$ cat config.mk
export PLATFORM = sky130hd
export DESIGN_NAME = ack_nak_scheduler
export DESIGN_NICKNAME = d
export VERILOG_FILES = /design/src/rtl/dll_pkg.sv /design/src/rtl/ack_nak_scheduler.sv
export SDC_FILE = /design/constraint.sdc
export NUM_CORES = 1
export LEC_CHECK = 0
export BUFFER_PORTS_ARGS = -buffer_cell sky130_fd_sc_hd__buf_2
export CORE_UTILIZATION = 50
export DETAILED_ROUTE_END_ITERATION = 7
export PLACE_DENSITY = 0.74
export SKIP_CTS_REPAIR_TIMING = 1
export SLEW_MARGIN = 40
export SYNTH_ARGS = -nofsm -noshare
export SYNTH_HDL_FRONTEND = slang
export SYNTH_SLANG_ARGS = --single-unit
$ cat constraint.sdc
create_clock -name clk -period 4.6 [get_ports clk]
set_input_delay 0.23 -clock clk [delete_from_list [all_inputs] [get_ports clk]]
set_output_delay 0.23 -clock clk [all_outputs]
set_load 0.1 [all_outputs]
$ cat src/rtl/dll_pkg.sv
// Shared data-link-layer types: ACK/NAK scheduler states, DLLP type, sequence width.
// Latency: n/a (types and helpers only).
// Backpressure: n/a.
package dll_pkg;

  localparam int SEQ_W = 12;

  typedef enum logic [2:0] {
    ST_IDLE,
    ST_ACK_PEND,
    ST_ACK_REQ,
    ST_NAK_REQ,
    ST_NAK_BLOCK
  } ack_nak_state_e;

  typedef enum logic {
    DLLP_ACK = 1'b0,
    DLLP_NAK = 1'b1
  } dllp_type_e;

  // Saturating increment for the 4-bit coalescing counter.
  function automatic logic [3:0] cnt_inc(input logic [3:0] c);
    return (c == 4'hF) ? c : c + 4'd1;
  endfunction

endpackage

$ cat src/rtl/ack_nak_scheduler.sv
// ACK/NAK scheduler: coalesces good TLPs into ACKs, schedules NAKs, requests DLLP transmit.
// Latency: request registered one cycle after the triggering pulse; drops the cycle after req&&gnt.
// Backpressure: dllp_req/type/seq held stable until dllp_gnt; events during the wait are recorded.
// Ports: clk/rst (sync, active-high); tlp_good/tlp_dup/tlp_bad pulses + next_rcv_seq from
//   the sequence checker; lat_timeout/lat_timer_start to the peer latency timer;
//   dllp_req/dllp_gnt/dllp_is_nak/dllp_seq to the TX DLLP arbiter; ack/nak_scheduled status.
module ack_nak_scheduler
  import dll_pkg::*;
#(
  parameter int ACK_COALESCE = 4,
  parameter int SEQ_W        = dll_pkg::SEQ_W
) (
  input  logic             clk,
  input  logic             rst,
  input  logic             tlp_good,
  input  logic             tlp_dup,
  input  logic             tlp_bad,
  input  logic [SEQ_W-1:0] next_rcv_seq,
  input  logic             lat_timeout,
  input  logic             dllp_gnt,
  output logic             lat_timer_start,
  output logic             ack_scheduled,
  output logic             nak_scheduled,
  output logic             dllp_req,
  output logic             dllp_is_nak,
  output logic [SEQ_W-1:0] dllp_seq
);

  localparam logic [3:0] COAL = 4'(ACK_COALESCE);

  ack_nak_state_e   state;
  dllp_type_e       dllp_type;
  logic [3:0]       cnt;
  logic             nak_pend;   // bad TLP seen while an ACK waits for grant
  logic             good_rec;   // good TLP seen while a request waits for grant

  logic             ev_bad, ev_dup, ev_good, grant;
  logic [SEQ_W-1:0] seq_m1;

  // Priority bad > dup > good.
  assign ev_bad  = tlp_bad;
  assign ev_dup  = tlp_dup & ~tlp_bad;
  assign ev_good = tlp_good & ~tlp_dup & ~tlp_bad;
  assign grant   = dllp_req & dllp_gnt;
  // AckNak_Seq_Num is the last good sequence number; wraps 0 -> all ones.
  assign seq_m1  = next_rcv_seq - SEQ_W'(1);

  assign dllp_is_nak = dllp_type;

  always_ff @(posedge clk) begin
    if (rst) begin
      state           <= ST_IDLE;
      cnt             <= 4'd0;
      nak_pend        <= 1'b0;
      good_rec        <= 1'b0;
      lat_timer_start <= 1'b0;
      ack_scheduled   <= 1'b0;
      nak_scheduled   <= 1'b0;
      dllp_req        <= 1'b0;
      dllp_type       <= DLLP_ACK;
      dllp_seq        <= '0;
    end else begin
      lat_timer_start <= 1'b0;
      unique case (state)
        ST_IDLE, ST_NAK_BLOCK: begin
          // NAK_BLOCK ignores bad/dup/timeout so only one NAK goes out per error episode.
          if (ev_bad && state == ST_IDLE) begin
            state <= ST_NAK_REQ; cnt <= 4'd0; dllp_req <= 1'b1; dllp_type <= DLLP_NAK;
            dllp_seq <= seq_m1; ack_scheduled <= 1'b0; nak_scheduled <= 1'b1;
          end else if ((ev_dup && state == ST_IDLE) || (ev_good && COAL == 4'd1)) begin
            state <= ST_ACK_REQ; cnt <= 4'd0; dllp_req <= 1'b1; dllp_type <= DLLP_ACK;
            dllp_seq <= seq_m1; ack_scheduled <= 1'b1; nak_scheduled <= 1'b0;
          end else if (ev_good) begin
            state <= ST_ACK_PEND; cnt <= 4'd1; lat_timer_start <= 1'b1;
            ack_scheduled <= 1'b1; nak_scheduled <= 1'b0;
          end
        end

        ST_ACK_PEND: begin
          if (ev_bad) begin
            // Pending ACK is discarded; the NAK carries the same acknowledgement.
            state <= ST_NAK_REQ; cnt <= 4'd0; dllp_req <= 1'b1; dllp_type <= DLLP_NAK;
            dllp_seq <= seq_m1; ack_scheduled <= 1'b0; nak_scheduled <= 1'b1;
          end else if (ev_dup || lat_timeout || (ev_good && cnt_inc(cnt) >= COAL)) begin
            state <= ST_ACK_REQ; cnt <= 4'd0; dllp_req <= 1'b1; dllp_type <= DLLP_ACK;
            dllp_seq <= seq_m1;
          end else if (ev_good) begin
            cnt <= cnt_inc(cnt);
          end
        end

        ST_ACK_REQ: begin
          if (ev_bad) begin
            nak_pend      <= 1'b1;
            nak_scheduled <= 1'b1;
          end
          if (ev_good) begin
            good_rec <= 1'b1;
            cnt      <= good_rec ? cnt_inc(cnt) : 4'd1;
          end
          if (grant) begin
            good_rec <= 1'b0;
            nak_pend <= 1'b0;
            if (nak_pend || ev_bad) begin
              // dllp_req stays high: back-to-back request, new type and sequence.
              state <= ST_NAK_REQ; cnt <= 4'd0; dllp_type <= DLLP_NAK;
              dllp_seq <= seq_m1; ack_scheduled <= 1'b0; nak_scheduled <= 1'b1;
            end else if (good_rec || ev_good) begin
              state <= ST_ACK_PEND; dllp_req <= 1'b0; lat_timer_start <= 1'b1;
            end else begin
              state <= ST_IDLE; cnt <= 4'd0; dllp_req <= 1'b0; ack_scheduled <= 1'b0;
            end
          end
        end

        ST_NAK_REQ: begin
          if (ev_good) begin
            good_rec <= 1'b1;
            cnt      <= good_rec ? cnt_inc(cnt) : 4'd1;
          end
          if (grant) begin
            dllp_req <= 1'b0;
            good_rec <= 1'b0;
            if (good_rec || ev_good) begin
              state <= ST_ACK_PEND; lat_timer_start <= 1'b1;
              ack_scheduled <= 1'b1; nak_scheduled <= 1'b0;
            end else begin
              state <= ST_NAK_BLOCK; cnt <= 4'd0;
            end
          end
        end

        default: begin
          state <= ST_IDLE; cnt <= 4'd0; nak_pend <= 1'b0; good_rec <= 1'b0;
          dllp_req <= 1'b0; ack_scheduled <= 1'b0; nak_scheduled <= 1'b0;
        end
      endcase
    end
  end

endmodule

==> parameters.txt, run 1 <==
Parameter                              Value

Die
  Die area    3810 um2
  Placeable core region    3360 um2
  Number of core rows    21
  Die span in y    61.7 um
  I/O Pins    36
  Chip width    61.7 um
  Initial Utilization    0.530

Synth
  Register area share after synthesis    0.292
  Most repeated cell in the gate-level netlist after synthesis    sky130_fd_sc_hd__dfxtp_1
  Area fraction of the dominant cell type after synthesis    0.292
  Top flip-flop cell by instance count after synthesis    sky130_fd_sc_hd__dfxtp_1
  Count of flip-flops with a built-in enable after synthesis    0
  Count of cell types in the netlist    55
  Main area contributors after synthesis    sky130_fd_sc_hd__dfxtp_1 (29%), sky130_fd_sc_hd__a21oi_1 (5.3%), sky130_fd_sc_hd__a211oi_2 (4.2%)
  Combined area of all synthesized cells    1780 um2
  Synthesized instance count    218
  Async set-reset flop share out of synthesis    0
  Synth area leader    sky130_fd_sc_hd__dfxtp_1
  Synthesized flop and latch total    26
  Per-instance average area after synthesis    8.18 um2
  Number of nets in the synthesized netlist    239
  Commonest cells in the synthesized netlist    sky130_fd_sc_hd__dfxtp_1 (26), sky130_fd_sc_hd__a21oi_1 (19), sky130_fd_sc_hd__nor2_1 (19)
  Count of yosys warnings during synthesis    0

Placed design
  Post-detailed-placement cell area    1930 um2
  Instance count after placement with tap cells included    284
  Port buffer count    35
  HPWL after detailed placement    3010 um
  Final weighted congestion of routability-driven global placement    0.898
  Placement-stage worst setup slack    2.26 ns

Finish
  Post-route cell area    1990 um2
  Final layout net count    264
  Area growth from synthesis to layout    11.4%
  Fraction of layout instances using a drive strength above 1    0.240
  Inserted Diodes    0
  Post-Route Utilization    0.590
  Fill count    341
  Register area    520 um2
  Finished Layout Cells    288
  Footprint of the multi-input gates    1140 um2

Power
  Power Total    932 uW
  IR drop worst, VDD    0.273 mV
  Leakage power figure    0.741 nW
  Power density over cell area    469 nW/um2

GRT
  Global route total overflow    0
  Maximum number of pins on one net before global-route repair    27
  Total GRT Usage    0.240
  Antenna violations before repair    0
  Global-route wire length before repair    6960 um
  Via count of the first global-routing pass    1578

STA
  Max Slew Vio Count    0
  Max-slew headroom at the worst pin    0.451
  Slew of the pin with the lowest slew margin    0.823 ns
  Skew final    0.00195 ns
  Final number of setup-violating endpoints    0
  Hold Violations, Final    0
  Tcrit/Tclk final    0.496
  Setup repair after global routing missed its margin    false
  Total Negative Setup Slacks    0 ns
  Highest attainable clock frequency    438 MHz
  Hold Slack    0.0937 ns
  Final critical delay including setup and external delays    2.28 ns
  Slack of the critical path    2.32 ns

Clock network
  Clock transition at the registers of the reported paths    0.15 ns
  Inserted Clock Buffers    3
  Num Clock Sinks    26
  Clock latency reported for the late side of the worst-skew pair    0.33 ns
  Maximum buffer depth of the clock tree    2
  TritonCTS clock tree    built
  Root buffer cell    sky130_fd_sc_hd__clkbuf_4
  Htree depth    1

Run status
  Outcome    completed

Flow run
  Count of max-cap constraint violations    0

Detailed routing
  Ratio of routed vias to standard cells    6.15
  Number of vias in the routed layout    1771
  Per-cell routed wire length    14.5 um
  DRT iter0 DRCs    132
  First-pass DRT Iterations    4
  Post-route antenna net violation count    0
  Total DRC errors in the routed layout    0
  Total Routed Length    4170 um

Hold path
  Type of the tightest min-delay check    in2reg

Setup path
  Worst EP required    4.85 ns
  Launching element type of the critical path    flop
  Data arrival time at the worst-slack endpoint    2.53 ns
  Type of the setup path with the least slack    reg2reg
  CP max FO    24
  CP Capture Type    flop
## critical path, cell delays in order, from the launching register on
cell	delay, ns
sky130_fd_sc_hd__dfxtp_1	0.85
sky130_fd_sc_hd__nor4_1	0.19
sky130_fd_sc_hd__nor2_1	0.16
sky130_fd_sc_hd__and2_1	0.53
sky130_fd_sc_hd__a21oi_1	0.15
sky130_fd_sc_hd__a311oi_1	0.31
## flip-flops by register name, indices dropped and copies added, names as in the netlist
signal,count
cnt,4
dllp_is_nak,1
good_rec,1
nak_scheduled,1
ack_scheduled,1
dllp_req,1
nak_pend,1
lat_timer_start,1
state,3
dllp_seq,12
## final cells by class
| type | count | share of cell area |
|---|---|---|
| clock buffer | 3 | 0.0113 |
| clock inverter | 1 | 0.0151 |
| inverter | 10 | 0.0189 |
| sequential | 26 | 0.262 |
| multi-input combinational | 167 | 0.575 |
| timing repair buffer | 35 | 0.0882 |
| tap | 46 | 0.0290 |
## cell families (layout without fill, tap and decap cells)
| group | after synthesis | count (layout) | synth area share |
|---|---|---|---|
| AO/OA/AOI/OAI | 82 | 82 | 0.354 |
| XOR/XNOR | 8 | 8 | 0.0393 |
| adder cells (fa/ha/maj) | 2 | 2 | 0.0140 |
| buffers and inverters | 25 | 49 | 0.0674 |
| flip-flops | 26 | 26 | 0.292 |
| AND/OR/NAND/NOR | 75 | 75 | 0.234 |
## routing by layer
layer | GRT usage | part of all wire | up-vias
met5 | 0 | 0 | -
met3 | 0.0269 | 0.052 | 7
met2 | 0.378 | 0.48 | 53
met4 | 0.0825 | 0.014 | 0
met1 | 0.342 | 0.46 | 837
li1 | - | - | 874
## where the power goes
part	total [mW]	internal [mW]	switching, mW
clock network	0.162	0.0882	0.0743
registers	0.310	0.263	0.0474
logic	0.459	0.115	0.345
## layout by cell type, fill, tap and decap left out, types with 2 or more instances in the layout
master and n:
sky130_fd_sc_hd__a311oi_1 2, sky130_fd_sc_hd__nand2b_1 7, sky130_fd_sc_hd__a21oi_1 19, sky130_fd_sc_hd__and2_1 2, sky130_fd_sc_hd__a211oi_1 8, sky130_fd_sc_hd__o31ai_1 5, sky130_fd_sc_hd__buf_2 35, sky130_fd_sc_hd__nor3_1 9
sky130_fd_sc_hd__xor2_1 2, sky130_fd_sc_hd__o211ai_1 3, sky130_fd_sc_hd__o32ai_1 3, sky130_fd_sc_hd__o21ai_0 8, sky130_fd_sc_hd__a41o_1 2, sky130_fd_sc_hd__nor2_1 19, sky130_fd_sc_hd__nor4_1 5, sky130_fd_sc_hd__dfxtp_1 26
sky130_fd_sc_hd__xnor2_1 6, sky130_fd_sc_hd__or3_1 3, sky130_fd_sc_hd__clkbuf_4 3, sky130_fd_sc_hd__ha_1 2, sky130_fd_sc_hd__or4_1 2, sky130_fd_sc_hd__o22ai_1 2, sky130_fd_sc_hd__a21oi_2 5, sky130_fd_sc_hd__nand4_1 3
sky130_fd_sc_hd__nand3_1 2, sky130_fd_sc_hd__a21o_1 2, sky130_fd_sc_hd__nor2b_1 3, sky130_fd_sc_hd__inv_1 10, sky130_fd_sc_hd__nand2_1 11, sky130_fd_sc_hd__a2bb2oi_1 2, sky130_fd_sc_hd__a211oi_2 6, sky130_fd_sc_hd__a22oi_1 3
## path summary, 6_finish.rpt
check                  startpoint           to  slack, ns  cells after the start
setup / recovery         state[1]  dllp_seq[2]       2.32                      5
hold / removal    next_rcv_seq[0]  dllp_seq[0]       0.09                      2
setup reg to reg         state[1]  dllp_seq[2]       2.32                      5
hold reg to reg            cnt[2]       cnt[2]       0.52                      2
No activity file was read; power rests on OpenSTA's default activity.
==> run 2: changes to the inputs <==
==> constraint.sdc (replaced) <==
create_clock -name clk -period 2.39 [get_ports clk]
set_input_delay 0.1195 -clock clk [delete_from_list [all_inputs] [get_ports clk]]
set_output_delay 0.1195 -clock clk [all_outputs]
set_load 0.1 [all_outputs]
==> parameters.txt, run 2 (synthesized netlist as in run 1, its figures left out) <==
Parameter                              Value

Clock network
  Inserted Clock Buffers    3
  Clock transition at the registers of the reported paths    0.14 ns
  Root buffer cell    sky130_fd_sc_hd__clkbuf_4
  Clock latency reported for the late side of the worst-skew pair    0.32 ns
  Num Clock Sinks    26
  Htree depth    1
  TritonCTS clock tree    built
  Maximum buffer depth of the clock tree    2

Detailed routing
  First-pass DRT Iterations    4
  Post-route antenna net violation count    0
  DRT iter0 DRCs    70
  Total DRC errors in the routed layout    0
  Total Routed Length    4320 um
  Per-cell routed wire length    14.5 um
  Ratio of routed vias to standard cells    6.00
  Number of vias in the routed layout    1788

Die
  Chip width    61.7 um
  Placeable core region    3360 um2
  Die area    3810 um2
  I/O Pins    36
  Initial Utilization    0.530
  Number of core rows    21
  Die span in y    61.7 um

Setup path
  Type of the setup path with the least slack    reg2reg
  Crit path cell chain    ha_1 -> nand2_1 -> a211oi_1 -> o31ai_4 -> a21oi_1 -> a311oi_1
  Worst EP required    2.63 ns
  CP max FO    17
  CP Capture Type    flop
  Largest stage delay on the critical path    0.72 ns
  Launching element type of the critical path    flop
  R2r worst-path depth    6
  Standard cell with the maximum stage delay on the critical path    sky130_fd_sc_hd__o31ai_4
  Data arrival time at the worst-slack endpoint    2.34 ns

Finish
  Registers with the most flip-flops    dllp_seq x12, cnt x4, state x3
  Top reg by flops    dllp_seq
  Most frequent cells in the layout    sky130_fd_sc_hd__buf_2 (35), sky130_fd_sc_hd__dfxtp_1 (26), sky130_fd_sc_hd__nor2_1 (19), sky130_fd_sc_hd__a21oi_1 (19), sky130_fd_sc_hd__nand2_1 (11)
  Inserted Diodes    0
  Final layout net count    274
  Number of flip-flops under the largest register name    12
  Post-Route Utilization    0.609
  Fill count    323
  Commonest non-fill, non-tap cell in the layout    sky130_fd_sc_hd__buf_2
  Fraction of layout instances using a drive strength above 1    0.266
  Area growth from synthesis to layout    14.8%

STA
  Skew final    0.00276 ns
  Max Slew Vio Count    0
  Tcrit/Tclk final    0.881
  Total Negative Setup Slacks    0 ns
  Final number of setup-violating endpoints    0
  Setup repair after global routing missed its margin    false
  Hold Violations, Final    0
  Final critical delay including setup and external delays    2.10 ns
  Highest attainable clock frequency    475 MHz
  Max-slew headroom at the worst pin    0.472
  Slew of the pin with the lowest slew margin    0.792 ns

Power
  Seq pwr share    0.327
  Internal power summed over all cells    851 uW
  Net switching component of the power    900 uW
  Power density over cell area    855 nW/um2
  Leakage power figure    0.782 nW
  Switching Share    0.514
  Clock group share of total power    0.128
  IR drop worst, VDD    0.482 mV
  Logic gate share of total power    0.545

Placed design
  Port buffer count    35
  HPWL after detailed placement    3160 um
  Final weighted congestion of routability-driven global placement    0.882

Run status
  Outcome    completed

GRT
  Global-route wire length before repair    6910 um
  Global route total overflow    0
  Total GRT Usage    0.240
  Antenna violations before repair    0
  Maximum number of pins on one net before global-route repair    27
  Via count of the first global-routing pass    1566

Hold path
  Hold-critical path depth    3
  Type of the tightest min-delay check    in2reg

Flow run
  Count of max-cap constraint violations    0
run 2: cell count changes in the layout (fill, tap and decap cells not counted), sizes merged:
cell	before	now
dlygate4sd3	0	1
buf	35	44
clkbuf	3	4
bufinv	1	0
run 2: area by class of cell:
type / count / area [um2] / area share
clock buffers: 4 / 36.3 / 0.0177
inverters: 10 / 37.5 / 0.0183
multi-input cells: 167 / 1140 / 0.558
flip-flops and latches: 26 / 520 / 0.254
well taps: 46 / 57.6 / 0.0281
repair buffers: 45 / 253 / 0.123
run 2: critical path, delay by kind of cell (launching register included):
kind,cells,cell delay (ns)
simple gates,1,0.11
compound gates,4,1.24
fa+ha+maj,1,0.27
flops,1,0.39
run 2: through the flow:
step | area (um2) | setup slack, ns | total power, mW | std cells | hold slack, ns
4_1_cts | 2040 | 0.317 | 1.75 | 297 | -0.0142
2_1_floorplan | 1780 | 0.0680 | 1.35 | 218 | 0.210
6_report | 2050 | 0.285 | 1.75 | 298 | 0.0885
3_3_place_gp | 2000 | 0.426 | 1.52 | 293 | 0.345
5_1_grt | 2050 | 0.0884 | 1.85 | 298 | 0.0913
3_5_place_dp | 2000 | 0.359 | 1.53 | 293 | 0.344
run 2: path summary, 6_finish.rpt:
| check | slack (ns) | startpoint | endpoint |
|---|---|---|---|
| max | 0.29 | cnt[0] | dllp_seq[2] |
| min | 0.09 | next_rcv_seq[2] | dllp_seq[2] |
| max reg2reg | 0.29 | cnt[0] | dllp_seq[2] |
| min reg2reg | 0.51 | dllp_is_nak | dllp_is_nak |
run 2: layer usage:
layer  wire (um)  part of all wire  vias up  global-route usage
met2        2080              0.48       59               0.401
met3         208             0.048        4              0.0393
met4          28            0.0065        0              0.0540
li1            -                 -      894                   -
met1        2000              0.46      831               0.326
met5           0                 0        -                   0
run 2: power by group through the flow:
stage          combinational [mW]  clock [mW]  sequential [mW]
3_3_place_gp                0.940           0            0.578
5_1_grt                      1.01       0.250            0.581
6_report                    0.955       0.224            0.572
4_1_cts                     0.948       0.233            0.570
2_1_floorplan               0.392           0            0.961
3_5_place_dp                0.946           0            0.579
==> run 3: changes to the inputs <==
--- a/config.mk
+++ b/config.mk
@@ -7,7 +7,9 @@
 export LEC_CHECK = 0
 export BUFFER_PORTS_ARGS = -buffer_cell sky130_fd_sc_hd__buf_2
 export CORE_UTILIZATION = 50
+export CTS_BUF_LIST = sky130_fd_sc_hd__clkbuf_4
 export DETAILED_ROUTE_END_ITERATION = 7
+export GPL_TIMING_DRIVEN = 1
 export PLACE_DENSITY = 0.74
 export SKIP_CTS_REPAIR_TIMING = 1
 export SLEW_MARGIN = 40
==> parameters.txt, run 3 (synthesized netlist as in run 1, its figures left out) <==
Parameter                              Value

Placed design
  Instance count after placement with tap cells included    293
  Port buffer count    35
  HPWL after detailed placement    3160 um
  Placement-stage worst setup slack    0.359 ns
  Final weighted congestion of routability-driven global placement    0.882

Die
  Chip width    61.7 um
  Number of core rows    21
  Initial Utilization    0.530
  Die area    3810 um2
  Placeable core region    3360 um2
  I/O Pins    36
  Die span in y    61.7 um

Clock network
  Clock transition at the registers of the reported paths    0.14 ns
  Clock latency reported for the late side of the worst-skew pair    0.31 ns
  Num Clock Sinks    26
  TritonCTS clock tree    built
  Root buffer cell    sky130_fd_sc_hd__clkbuf_4
  Inserted Clock Buffers    3
  Htree depth    1
  Maximum buffer depth of the clock tree    2

STA
  Setup repair after global routing missed its margin    false
  Final number of setup-violating endpoints    0
  Slack of the critical path    0.311 ns
  Final critical delay including setup and external delays    2.08 ns
  Slew of the pin with the lowest slew margin    0.792 ns
  Max-slew headroom at the worst pin    0.472
  Tcrit/Tclk final    0.870
  Highest attainable clock frequency    481 MHz
  Max Slew Vio Count    0
  Total Negative Setup Slacks    0 ns
  Hold Violations, Final    0
  Skew final    0.00205 ns

Run status
  Outcome    completed

Finish
  Number of flip-flops under the largest register name    12
  Final layout net count    274
  Finished Layout Cells    298
  Commonest non-fill, non-tap cell in the layout    sky130_fd_sc_hd__buf_2
  Post-Route Utilization    0.606
  Fraction of layout instances using a drive strength above 1    0.262
  Most frequent cells in the layout    sky130_fd_sc_hd__buf_2 (35), sky130_fd_sc_hd__dfxtp_1 (26), sky130_fd_sc_hd__nor2_1 (19), sky130_fd_sc_hd__a21oi_1 (19), sky130_fd_sc_hd__nand2_1 (11)
  Registers with the most flip-flops    dllp_seq x12, cnt x4, state x3
  Inserted Diodes    0
  Area growth from synthesis to layout    14.2%
  Top reg by flops    dllp_seq

GRT
  Global route total overflow    0
  Total GRT Usage    0.240
  Maximum number of pins on one net before global-route repair    27
  Global-route wire length before repair    6910 um
  Via count of the first global-routing pass    1567
  Antenna violations before repair    0

Power
  IR drop worst, VDD    0.435 mV
  Leakage power figure    0.777 nW
  Power density over cell area    842 nW/um2

Detailed routing
  Post-route antenna net violation count    0
  Per-cell routed wire length    14.5 um
  Routed wire length on met2    2110 um
  Met3 layer wire length in the routed design    219 um
  First-pass DRT Iterations    4
  Total Routed Length    4320 um
  Detailed-routing wirelength on met1    1970 um
  Max layer used    met4
  DRT iter0 DRCs    80
  Ratio of routed vias to standard cells    5.99
  Number of vias in the routed layout    1784
  Total DRC errors in the routed layout    0

Setup path
  Worst EP required    2.64 ns
  CP delay by family, top    compound AO/OA/AOI/OAI gates
  Type of the setup path with the least slack    reg2reg
  Standard cell with the maximum stage delay on the critical path    sky130_fd_sc_hd__o31ai_4
  Worst path bufs/invs    0
  CP max FO    17
  Launching element type of the critical path    flop
  Data arrival time at the worst-slack endpoint    2.33 ns
  Crit path cell chain    ha_1 -> nand2_1 -> a211oi_1 -> o31ai_4 -> a21oi_1 -> a211oi_2
  CP Capture Type    flop
  Largest stage delay on the critical path    0.72 ns

Hold path
  Type of the tightest min-delay check    in2reg

Flow run
  Count of max-cap constraint violations    0
-- run 3: final timing paths --
path	from	end	slack (ns)	cells after the start
min	next_rcv_seq[2]	dllp_seq[2]	0.09	3
max reg2reg	cnt[0]	dllp_seq[10]	0.31	6
min reg2reg	dllp_is_nak	dllp_is_nak	0.51	2
max	cnt[0]	dllp_seq[10]	0.31	6
-- run 3: area by class of cell --
class | instances | area (um2)
fill | 327 | 1330
multi-input combinational | 167 | 1140
sequential | 26 | 520
timing repair buffer | 45 | 253
tap | 46 | 57.6
inverter | 10 | 37.5
clock buffer | 3 | 22.5
clock inverter | 1 | 3.75
-- run 3: layer usage --
layer | vias to the layer above | GRT usage
li1 | 891 | -
met1 | 826 | 0.326
met2 | 63 | 0.401
met3 | 4 | 0.0393
met4 | 0 | 0.0540
met5 | - | 0
-- run 3: stage by stage --
step	power (mW)	hold WS, ns	area (um2)
global route	1.81	0.0895	2040
detailed placement	1.53	0.344	2000
global placement	1.52	0.345	2000
CTS	1.72	-0.00946	2030
finish	1.71	0.0909	2040
floorplan	1.35	0.210	1780
-- run 3: worst reg2reg max path, stage by stage (launching register included) --
cell and delay, ns:
sky130_fd_sc_hd__dfxtp_1 0.39, sky130_fd_sc_hd__ha_1 0.27, sky130_fd_sc_hd__nand2_1 0.11, sky130_fd_sc_hd__a211oi_1 0.09, sky130_fd_sc_hd__o31ai_4 0.72, sky130_fd_sc_hd__a21oi_1 0.20, sky130_fd_sc_hd__a211oi_2 0.23
-- run 3: power breakdown --
| group | switching, mW | total, mW | internal (mW) | leakage [nW] |
|---|---|---|---|---|
| registers | 0.0657 | 0.572 | 0.506 | 0.215 |
| logic | 0.702 | 0.953 | 0.252 | 0.547 |
| clock network | 0.128 | 0.189 | 0.0611 | 0.0154 |
| total | 0.896 | 1.71 | 0.819 | 0.777 |
